==> src/rtl/cabin_call_scheduler_if.sv <==
// Call-source / scheduler bundle: level requests, ack and escalation clear in; grant, timer and flags out.
// Latency: none, wires only.
// Backpressure: none; the master holds req until it is served or cancels it.
interface cabin_call_scheduler_if #(
    parameter int N_REQ = 4,
    parameter int TMR_W = 4
);
    logic [N_REQ-1:0] req;
    logic             ack;
    logic             clear_esc;
    logic [N_REQ-1:0] grant;
    logic             busy;
    logic             timer_en;
    logic [TMR_W-1:0] timer_q;
    logic             timeout;
    logic [N_REQ-1:0] escalate;

    // Call-button logic / attendant panel side
    modport master (
        output req, ack, clear_esc,
        input  grant, busy, timer_en, timer_q, timeout, escalate
    );

    // Scheduler side
    modport slave (
        input  req, ack, clear_esc,
        output grant, busy, timer_en, timer_q, timeout, escalate
    );
endinterface

==> src/rtl/cabin_call_scheduler.sv <==
// Round-robin scheduler sharing one attendant service slot among N_REQ call sources, with timeout escalation.
// Latency: req high before edge k gives grant after edge k; each service is followed by one GAP cycle.
// Backpressure: requests are level-held; unserved sources simply wait, a served call ends on ack, cancel or timeout.
module cabin_call_scheduler #(
    parameter int N_REQ   = 4,
    parameter int TMR_W   = 4,
    parameter int TIMEOUT = 12
) (
    input  logic                 clk,
    input  logic                 reset_n,
    cabin_call_scheduler_if.slave bus
);

    localparam int IDX_W = (N_REQ > 1) ? $clog2(N_REQ) : 1;
    localparam logic [TMR_W-1:0] TMR_LAST = TMR_W'(TIMEOUT - 1);

    typedef enum logic [1:0] {
        IDLE  = 2'd0,
        SERVE = 2'd1,
        GAP   = 2'd2
    } state_t;

    state_t           state_q;
    logic [N_REQ-1:0] grant_q;
    logic [IDX_W-1:0] ptr_q;
    logic [IDX_W-1:0] idx_q;
    logic [TMR_W-1:0] timer_q;
    logic             timer_en_q;
    logic             busy_q;
    logic             timeout_q;
    logic [N_REQ-1:0] escalate_q;
    logic [N_REQ-1:0] escalate_d;

    logic             pick_vld;
    logic [IDX_W-1:0] pick_idx;
    int               cand;

    logic             served_req;
    logic             tmr_hit;

    // The granted caller is still holding its button; a drop means cancellation.
    assign served_req = |(bus.req & grant_q);
    assign tmr_hit    = (timer_q == TMR_LAST);

    // Round-robin pick: walk offsets downward so the smallest offset from ptr wins.
    always_comb begin
        pick_vld = 1'b0;
        pick_idx = '0;
        cand     = 0;
        for (int i = N_REQ - 1; i >= 0; i--) begin
            cand = int'(ptr_q) + i;
            if (cand >= N_REQ) begin
                cand = cand - N_REQ;
            end
            if (bus.req[cand[IDX_W-1:0]]) begin
                pick_vld = 1'b1;
                pick_idx = cand[IDX_W-1:0];
            end
        end
    end

    // Escalate next state: clear_esc wipes all, ack clears the served bit, a timeout set wins last.
    always_comb begin
        escalate_d = escalate_q;
        if (bus.clear_esc) begin
            escalate_d = '0;
        end
        if (state_q == SERVE) begin
            if (bus.ack) begin
                escalate_d = escalate_d & ~grant_q;
            end else if (served_req && tmr_hit) begin
                escalate_d = escalate_d | grant_q;
            end
        end
    end

    // Main FSM with registered outputs; reset drops any call in progress without escalating.
    always_ff @(posedge clk or negedge reset_n) begin
        if (!reset_n) begin
            state_q    <= IDLE;
            grant_q    <= '0;
            ptr_q      <= '0;
            idx_q      <= '0;
            timer_q    <= '0;
            timer_en_q <= 1'b0;
            busy_q     <= 1'b0;
            timeout_q  <= 1'b0;
            escalate_q <= '0;
        end else begin
            escalate_q <= escalate_d;
            timeout_q  <= 1'b0;
            case (state_q)
                IDLE: begin
                    if (pick_vld) begin
                        state_q    <= SERVE;
                        grant_q    <= N_REQ'(1) << pick_idx;
                        idx_q      <= pick_idx;
                        timer_q    <= '0;
                        timer_en_q <= 1'b1;
                        busy_q     <= 1'b1;
                    end
                end
                SERVE: begin
                    if (bus.ack || !served_req || tmr_hit) begin
                        state_q    <= GAP;
                        grant_q    <= '0;
                        timer_q    <= '0;
                        timer_en_q <= 1'b0;
                        timeout_q  <= !bus.ack && served_req && tmr_hit;
                    end else begin
                        timer_q <= timer_q + 1'b1;
                    end
                end
                GAP: begin
                    state_q <= IDLE;
                    busy_q  <= 1'b0;
                    ptr_q   <= (idx_q == IDX_W'(N_REQ - 1)) ? '0 : idx_q + 1'b1;
                end
                default: begin
                    state_q    <= IDLE;
                    grant_q    <= '0;
                    timer_q    <= '0;
                    timer_en_q <= 1'b0;
                    busy_q     <= 1'b0;
                end
            endcase
        end
    end

    assign bus.grant    = grant_q;
    assign bus.busy     = busy_q;
    assign bus.timer_en = timer_en_q;
    assign bus.timer_q  = timer_q;
    assign bus.timeout  = timeout_q;
    assign bus.escalate = escalate_q;

endmodule
==> src/flat_wrapper.sv <==
// flat-port wrapper written by rule: the top's interface ports become plain ports
module cabin_call_scheduler_flat 
#(
    parameter int N_REQ   = 4,
    parameter int TMR_W   = 4,
    parameter int TIMEOUT = 12
)
  (clk, reset_n, bus_req, bus_ack, bus_clear_esc, bus_grant, bus_busy, bus_timer_en, bus_timer_q, bus_timeout, bus_escalate);
  cabin_call_scheduler_if #(.N_REQ(N_REQ), .TMR_W(TMR_W)) bus_i ();
  input  logic clk;
  input  logic reset_n;
  input wire logic [$bits(bus_i.req)-1:0] bus_req;
  input wire logic [$bits(bus_i.ack)-1:0] bus_ack;
  input wire logic [$bits(bus_i.clear_esc)-1:0] bus_clear_esc;
  output wire logic [$bits(bus_i.grant)-1:0] bus_grant;
  output wire logic [$bits(bus_i.busy)-1:0] bus_busy;
  output wire logic [$bits(bus_i.timer_en)-1:0] bus_timer_en;
  output wire logic [$bits(bus_i.timer_q)-1:0] bus_timer_q;
  output wire logic [$bits(bus_i.timeout)-1:0] bus_timeout;
  output wire logic [$bits(bus_i.escalate)-1:0] bus_escalate;
  assign bus_i.req = bus_req;
  assign bus_i.ack = bus_ack;
  assign bus_i.clear_esc = bus_clear_esc;
  assign bus_grant = bus_i.grant;
  assign bus_busy = bus_i.busy;
  assign bus_timer_en = bus_i.timer_en;
  assign bus_timer_q = bus_i.timer_q;
  assign bus_timeout = bus_i.timeout;
  assign bus_escalate = bus_i.escalate;
  cabin_call_scheduler #(.N_REQ(N_REQ), .TMR_W(TMR_W), .TIMEOUT(TIMEOUT)) u_core (.clk(clk), .reset_n(reset_n), .bus(bus_i));
endmodule
==> config.mk <==
export PLATFORM = sky130hd
export DESIGN_NAME = cabin_call_scheduler_flat
export DESIGN_NICKNAME = d
export VERILOG_FILES = /design/src/rtl/cabin_call_scheduler_if.sv /design/src/rtl/cabin_call_scheduler.sv /design/src/flat_wrapper.sv
export SDC_FILE = /design/constraint.sdc
export NUM_CORES = 1
export LEC_CHECK = 0
export ABC_AREA = 1
export ABC_CLOCK_PERIOD_IN_PS = 1880
export BUFFER_PORTS_ARGS = -buffer_cell sky130_fd_sc_hd__buf_4
export CORE_AREA = 2 2 50 52
export DETAILED_ROUTE_END_ITERATION = 6
export DIE_AREA = 0 0 52 54
export GPL_ROUTABILITY_DRIVEN = 0
export PLACE_DENSITY = 0.86
export SLEW_MARGIN = 20
export SYNTH_ARGS = -nofsm -noshare
export SYNTH_HDL_FRONTEND = slang
export SYNTH_SLANG_ARGS = --single-unit
==> constraint.sdc <==
create_clock -name clk -period 1.88 [get_ports clk]
set_input_delay 0.564 -clock clk [delete_from_list [all_inputs] [get_ports clk]]
set_output_delay 0.564 -clock clk [all_outputs]
set_load 0.02 [all_outputs]
==> impl_metrics.tcl, run 1 <==
set metrics [dict create \
    p_seq_frac 0.350 \
    timing.rr.start "u_core.ptr_q[0]" \
    grt_pass1_vias 985 \
    worstSetupPathType "flop to flop" \
    h-tree-depth 1 \
    max_slew_margin 0.6762 \
    drc 0 \
    clk_path_buf_depth 2 \
    dp_slack_ps 152.9 \
    grt_usage 0.2043 \
    synth_seq_cells 21 \
    setup_ws_ps 179.7 \
    path_clk_slew_ps 100 \
    num_rows 18 \
    final_cell_mix "nand2_1 (49), buf_4 (23), dfrtp_1 (21)" \
    final_common_cell "nand2_1" \
    vias 1075 \
    yosysWarningCount 0 \
    synth_cell_types 24 \
    max_cap_viol_count 0 \
    cts.sinks 21 \
    hold_path_class "primary input to asynchronous set/reset pin" \
    routed_wl_mm 2.607 \
    crit_fanout 8 \
    dieArea_sq_um 2808 \
    synth_nets 161 \
    arrival_ps 1910 \
    finClkSkew_ps 2.000 \
    grt_pass1_wl_mm 4.167 \
    powerDensity_nw_per_um2 1419 \
    cts_tree "done" \
    yosysTopAreaCellShare 0.4541 \
    firstDrtPassIters 4 \
    avgRoutedWirePerCell_um 12.59 \
    grt-ovfl-total 0 \
    setup_viol 0 \
    hold_viol 0 \
    period_needed_ps 1700 \
    cts_made_buffers 3 \
    startpoint_type "flop" \
    tns_ps 0 \
    synthTopCellsByArea "dfrtp_1 (45%), nand2_1 (16%), nand2_2 (7.0%), inv_1 (5.8%), nand3_1 (4.3%)" \
    io_buffers 22 \
    final_net_count 188 \
    swShare 0.4827 \
    synth_top_area_cell "dfrtp_1" \
    area_delta_synth_final_pct 19.68 \
    vias_per_cell 5.193 \
    cts_root_buffer "clkbuf_4" \
    cp_data_required_time_ps 2090 \
    fmax_mhz 588.1 \
    power_frac_comb 0.545 \
    r2r_cells 8 \
    grt_antenna_before_repair 0 \
    fin_crit_sh 0.9044 \
    timing.critical_path.to_type "flop" \
    clk_latency_ps 300 \
    dr.first_iter.drc_count 22 \
    reg2reg_to "u_core.bus.grant[1]" \
    rsz0062_at_grt "false" \
    syn_avg_cell_area_sq_um 7.665 \
    ant_nets 0 \
    leakage_nw 0.7867 \
    syn_area_sq_um 1157 \
    num_antenna_cells 0 \
    placeableCoreArea_sq_um 2320 \
    worst_pin_slew_ps 481.9 \
    p_int_mw 1.017 \
    die_w_um 52 \
    outcome "complete, no violations" \
    start_util 0.4989 \
    hpwl_mm 2.105 \
    maxSlewViolCount 0 \
    ys_seq_area_frac 0.4541 \
    fp.dieH_um 54 \
    postCtsSetupRepairBufs 0 \
    io-pin-count 23 \
    grt_max_degree 22 \
    power_switching_mw 0.9489 \
    clkPwrFrac 0.105 \
    peakVddDrop_mv 0.8147 \
    drive_gt1_frac 0.2542 \
    r2r_setup_slack_ps 180 \
    synth_cells 151 \
]
-- stage by stage --
stage	area, sq um	total power [mW]	std cells	hold WS [ps]	util
after CTS	1383	1.966	207	121.5	0.5960
after global routing	1385	2.135	207	118.9	0.5971
after global placement	1356	1.684	203	456.3	0.5847
after floorplan	1157	1.465	151	268.4	-
final	1385	1.966	207	118.6	0.5971
after detailed placement	1356	1.748	203	457.1	0.5847
-- sequential cells by signal, summed over array words and instances, names as in the netlist --
register,cells
u_core.bus.busy,1
u_core.bus.escalate,4
u_core.bus.grant,4
u_core.bus.timeout,1
u_core.bus.timer_en,1
u_core.bus.timer_q,4
u_core.idx_q,2
u_core.ptr_q,2
u_core.state_q,2
-- area by class of cell --
| type | count | area, sq um |
|---|---|---|
| timing repair buffer | 23 | 172.7 |
| tap | 30 | 37.54 |
| inverter | 21 | 81.33 |
| multi-input combinational | 108 | 541.8 |
| clock buffer | 4 | 26.28 |
| fill | 212 | 934.6 |
| sequential | 21 | 525.5 |
-- power by group through the flow --
stage	clock (mW)	combinational (mW)	sequential (mW)
CTS	0.216	1.06	0.685
detailed placement	0	1.05	0.693
floorplan	0	0.759	0.706
global route	0.241	1.19	0.702
finish	0.207	1.07	0.688
global placement	0	0.996	0.688
-- cells by family (layout without fill, tap and decap cells) --
| kind of cell | count (synthesis) | in the layout | synth area share |
|---|---|---|---|
| adders and majority gates | 2 | 2 | 0.02162 |
| xor gates and xnor gates | 2 | 2 | 0.01514 |
| DFF | 21 | 21 | 0.4541 |
| AOI/OAI and AO/OA | 19 | 19 | 0.1038 |
| and+or+nand+nor | 85 | 85 | 0.3254 |
| buffers and inverters | 22 | 48 | 0.08000 |
-- cell usage after synthesis --
cell      n
nand2_1  49
dfrtp_1  21
inv_1    18
nand2_2  13
nand3_1  10
nor2_1    9
o21ai_0   6
a22oi_1   4
o21ai_1   3
ha_1      2
inv_2     2
nor3_1    2
a21oi_1   1
a22o_1    1
buf_6     1
inv_4     1
nand2_4   1
nand4_1   1
o21ai_2   1
o22ai_1   1
o31ai_1   1
o41ai_1   1
xnor2_1   1
xor2_1    1
-- routing by layer --
layer  share of wire  vias to the layer above  GRT usage
li1                -                      530          -
met1            0.42                      511     0.2447
met2            0.53                       30     0.3734
met3           0.038                        4    0.01667
met4           0.012                        0    0.09211
met5               0                        -          0
-- critical path: stages (launching register included) --
cell and delay, ps:
dfrtp_1 540, inv_4 110, nand2_1 120, nand3_1 100, inv_1 70, o21ai_0 80
nor2_1 320, inv_1 110, o22ai_1 180
-- repair_timing --
item | in CTS | in global routing
resized for setup | 0 | 1
hold buffers | 0 | 0
endpoints found under the setup margin | 0 | 2
-- worst max path at each step --
stage	from	to	slack, ps	depth (start not counted)
3_5_place_dp	bus_req[3]	u_core.bus.grant[1]	150	8
3_3_place_gp	bus_req[1]	u_core.bus.busy	240	10
6_report	u_core.ptr_q[0]	u_core.bus.grant[1]	180	8
4_1_cts	u_core.bus.timer_q[0]	u_core.bus.grant[1]	130	8
5_1_grt	u_core.bus.timer_q[0]	u_core.bus.busy	50	9
2_1_floorplan	u_core.bus.timer_q[0]	u_core.bus.busy	270	9
No activity file was read; power rests on OpenSTA's default activity.
==> run 2: changes to the inputs <==
- CORE_AREA: 2 2 50 52 -> 2 2 85 46
- DIE_AREA: 0 0 52 54 -> 0 0 87 48
- PLACE_DENSITY: 0.86 -> 0.65
==> run 2 against run 1 <==
  * Highest routed layer unchanged
  * Sequential share of layout area shrank 1.1 points
  * Hold slack better by 53 ps
  * Register-to-register slack improved by 60 ps
  * Critical path type unchanged
  * Critical path depth increased by 1
==> impl_metrics.tcl, run 2 (synthesis results as in run 1) <==
set metrics [dict create \
    outcome "complete, no violations" \
    tns_ps 0 \
    start_util 0.3445 \
    max_slew_margin 0.7802 \
    fmax_mhz 611.0 \
    arrival_ps 1780 \
    grt_pass1_vias 921 \
    fin_crit_sh 0.8706 \
    final_cell_mix "nand2_1 (49), buf_4 (24), dfrtp_1 (21)" \
    dr.first_iter.drc_count 54 \
    clk_path_buf_depth 2 \
    final_util 0.4250 \
    ant_nets 0 \
    drive_gt1_frac 0.2640 \
    cp_data_required_time_ps 2020 \
    worstSetupPathType "flop to flop" \
    powerDensity_nw_per_um2 1417 \
    cts.sinks 21 \
    cts_root_buffer "clkbuf_8" \
    r2r_cells 9 \
    startpoint_type "flop" \
    setup_viol 0 \
    fill_cells 330 \
    avgRoutedWirePerCell_um 11.02 \
    crit_fanout 6 \
    path_clk_slew_ps 80 \
    dieArea_sq_um 4176 \
    seq_area_sq_um 525.5 \
    grt_usage 0.1274 \
    grt_max_degree 22 \
    period_needed_ps 1637 \
    placeableCoreArea_sq_um 3359 \
    timing.critical_path.to_type "flop" \
    final_net_count 189 \
    routed_wl_mm 2.425 \
    timing.rr.start "u_core.bus.timer_q[0]" \
    h-tree-depth 1 \
    leakage_nw 0.8027 \
    hold_path_class "primary input to asynchronous set/reset pin" \
    drc 0 \
    hpwl_mm 1.911 \
    cts_tree "done" \
    maxSlewViolCount 0 \
    peakVddDrop_mv 0.4155 \
    max_cap_viol_count 0 \
    multiInputGateArea_sq_um 541.8 \
    num_rows 15 \
    hold_viol 0 \
    cts_hold_buf 0 \
    firstDrtPassIters 4 \
    grt-ovfl-total 0 \
    num_antenna_cells 0 \
    final_common_cell "nand2_1" \
    finClkSkew_ps 6.025 \
    clk_latency_ps 260 \
    reg2reg_to "u_core.bus.busy" \
    cts_made_buffers 3 \
    die_w_um 87 \
    r2r_setup_slack_ps 240 \
    postCtsSetupRepairBufs 0 \
    fp.dieH_um 48 \
    area_delta_synth_final_pct 23.35 \
    io_buffers 22 \
    grt_pass1_wl_mm 4.022 \
    p_total_mw 2.022 \
    io-pin-count 23 \
    rsz0062_at_grt "false" \
    grt_antenna_before_repair 0 \
    vias_per_cell 4.964 \
    worst_pin_slew_ps 328.6 \
    vias 1092 \
]
-- run 2: cell count changes in the layout (fill, tap and decap cells not counted), sizes merged --
cell,previous run,this run
clkinv,0,1
clkbuf,4,3
buf,23,24
-- run 2: timing repair --
action	in CTS	in global routing
endpoints found under the hold margin	0	0
setup endpoints to repair	0	2
gates resized for setup	0	1
-- run 2: final cells by class --
| cell class | instances | area share |
|---|---|---|
| sequential | 21 | 0.3681 |
| multi-input combinational | 108 | 0.3795 |
| clock inverter | 1 | 0.003506 |
| inverter | 21 | 0.05697 |
| clock buffer | 3 | 0.02892 |
| tap | 42 | 0.03681 |
| timing repair buffer | 24 | 0.1262 |
-- run 2: worst max path at each step --
stage	startpoint	endpoint	slack (ps)	cells after the start
2_1_floorplan	u_core.bus.timer_q[0]	u_core.bus.busy	270	9
3_3_place_gp	bus_req[1]	u_core.bus.busy	190	10
3_5_place_dp	bus_req[1]	u_core.bus.busy	160	10
4_1_cts	u_core.bus.timer_q[0]	u_core.bus.busy	170	9
5_1_grt	u_core.bus.timer_q[0]	u_core.bus.busy	50	9
6_report	u_core.bus.timer_q[0]	u_core.bus.busy	240	9
-- run 2: report_power, final --
part / internal, mW / leakage [nW] / switching [mW]
registers: 0.568 / 0.276 / 0.118
logic: 0.366 / 0.501 / 0.681
clock network: 0.147 / 0.0255 / 0.141
-- run 2: per-layer routing --
metal | GRT usage | routed length, um
met2 | 0.2015 | 1096
met5 | 0 | 0
met4 | 0.04688 | 10
met3 | 0.03448 | 103
met1 | 0.1719 | 1215
-- run 2: stage by stage --
stage               cells  cell area (sq um)  hold WS (ps)  worst slack (ps)
finish                220               1428         171.3             243.3
global route          220               1428         181.3             48.68
CTS                   220               1425         177.5             174.4
detailed placement    216               1379         461.5             156.8
global placement      216               1379         458.7             192.8
floorplan             151               1157         268.4             271.6
-- run 2: worst max-delay path, stage by stage, from the launching register on --
cell and delay (ps):
dfrtp_1 430, ha_1 250, nand3_1 150, nand3_1 100, nor2_2 180, nor2_1 70
nand2_2 110, inv_2 70, nand2_4 90, o21ai_1 70
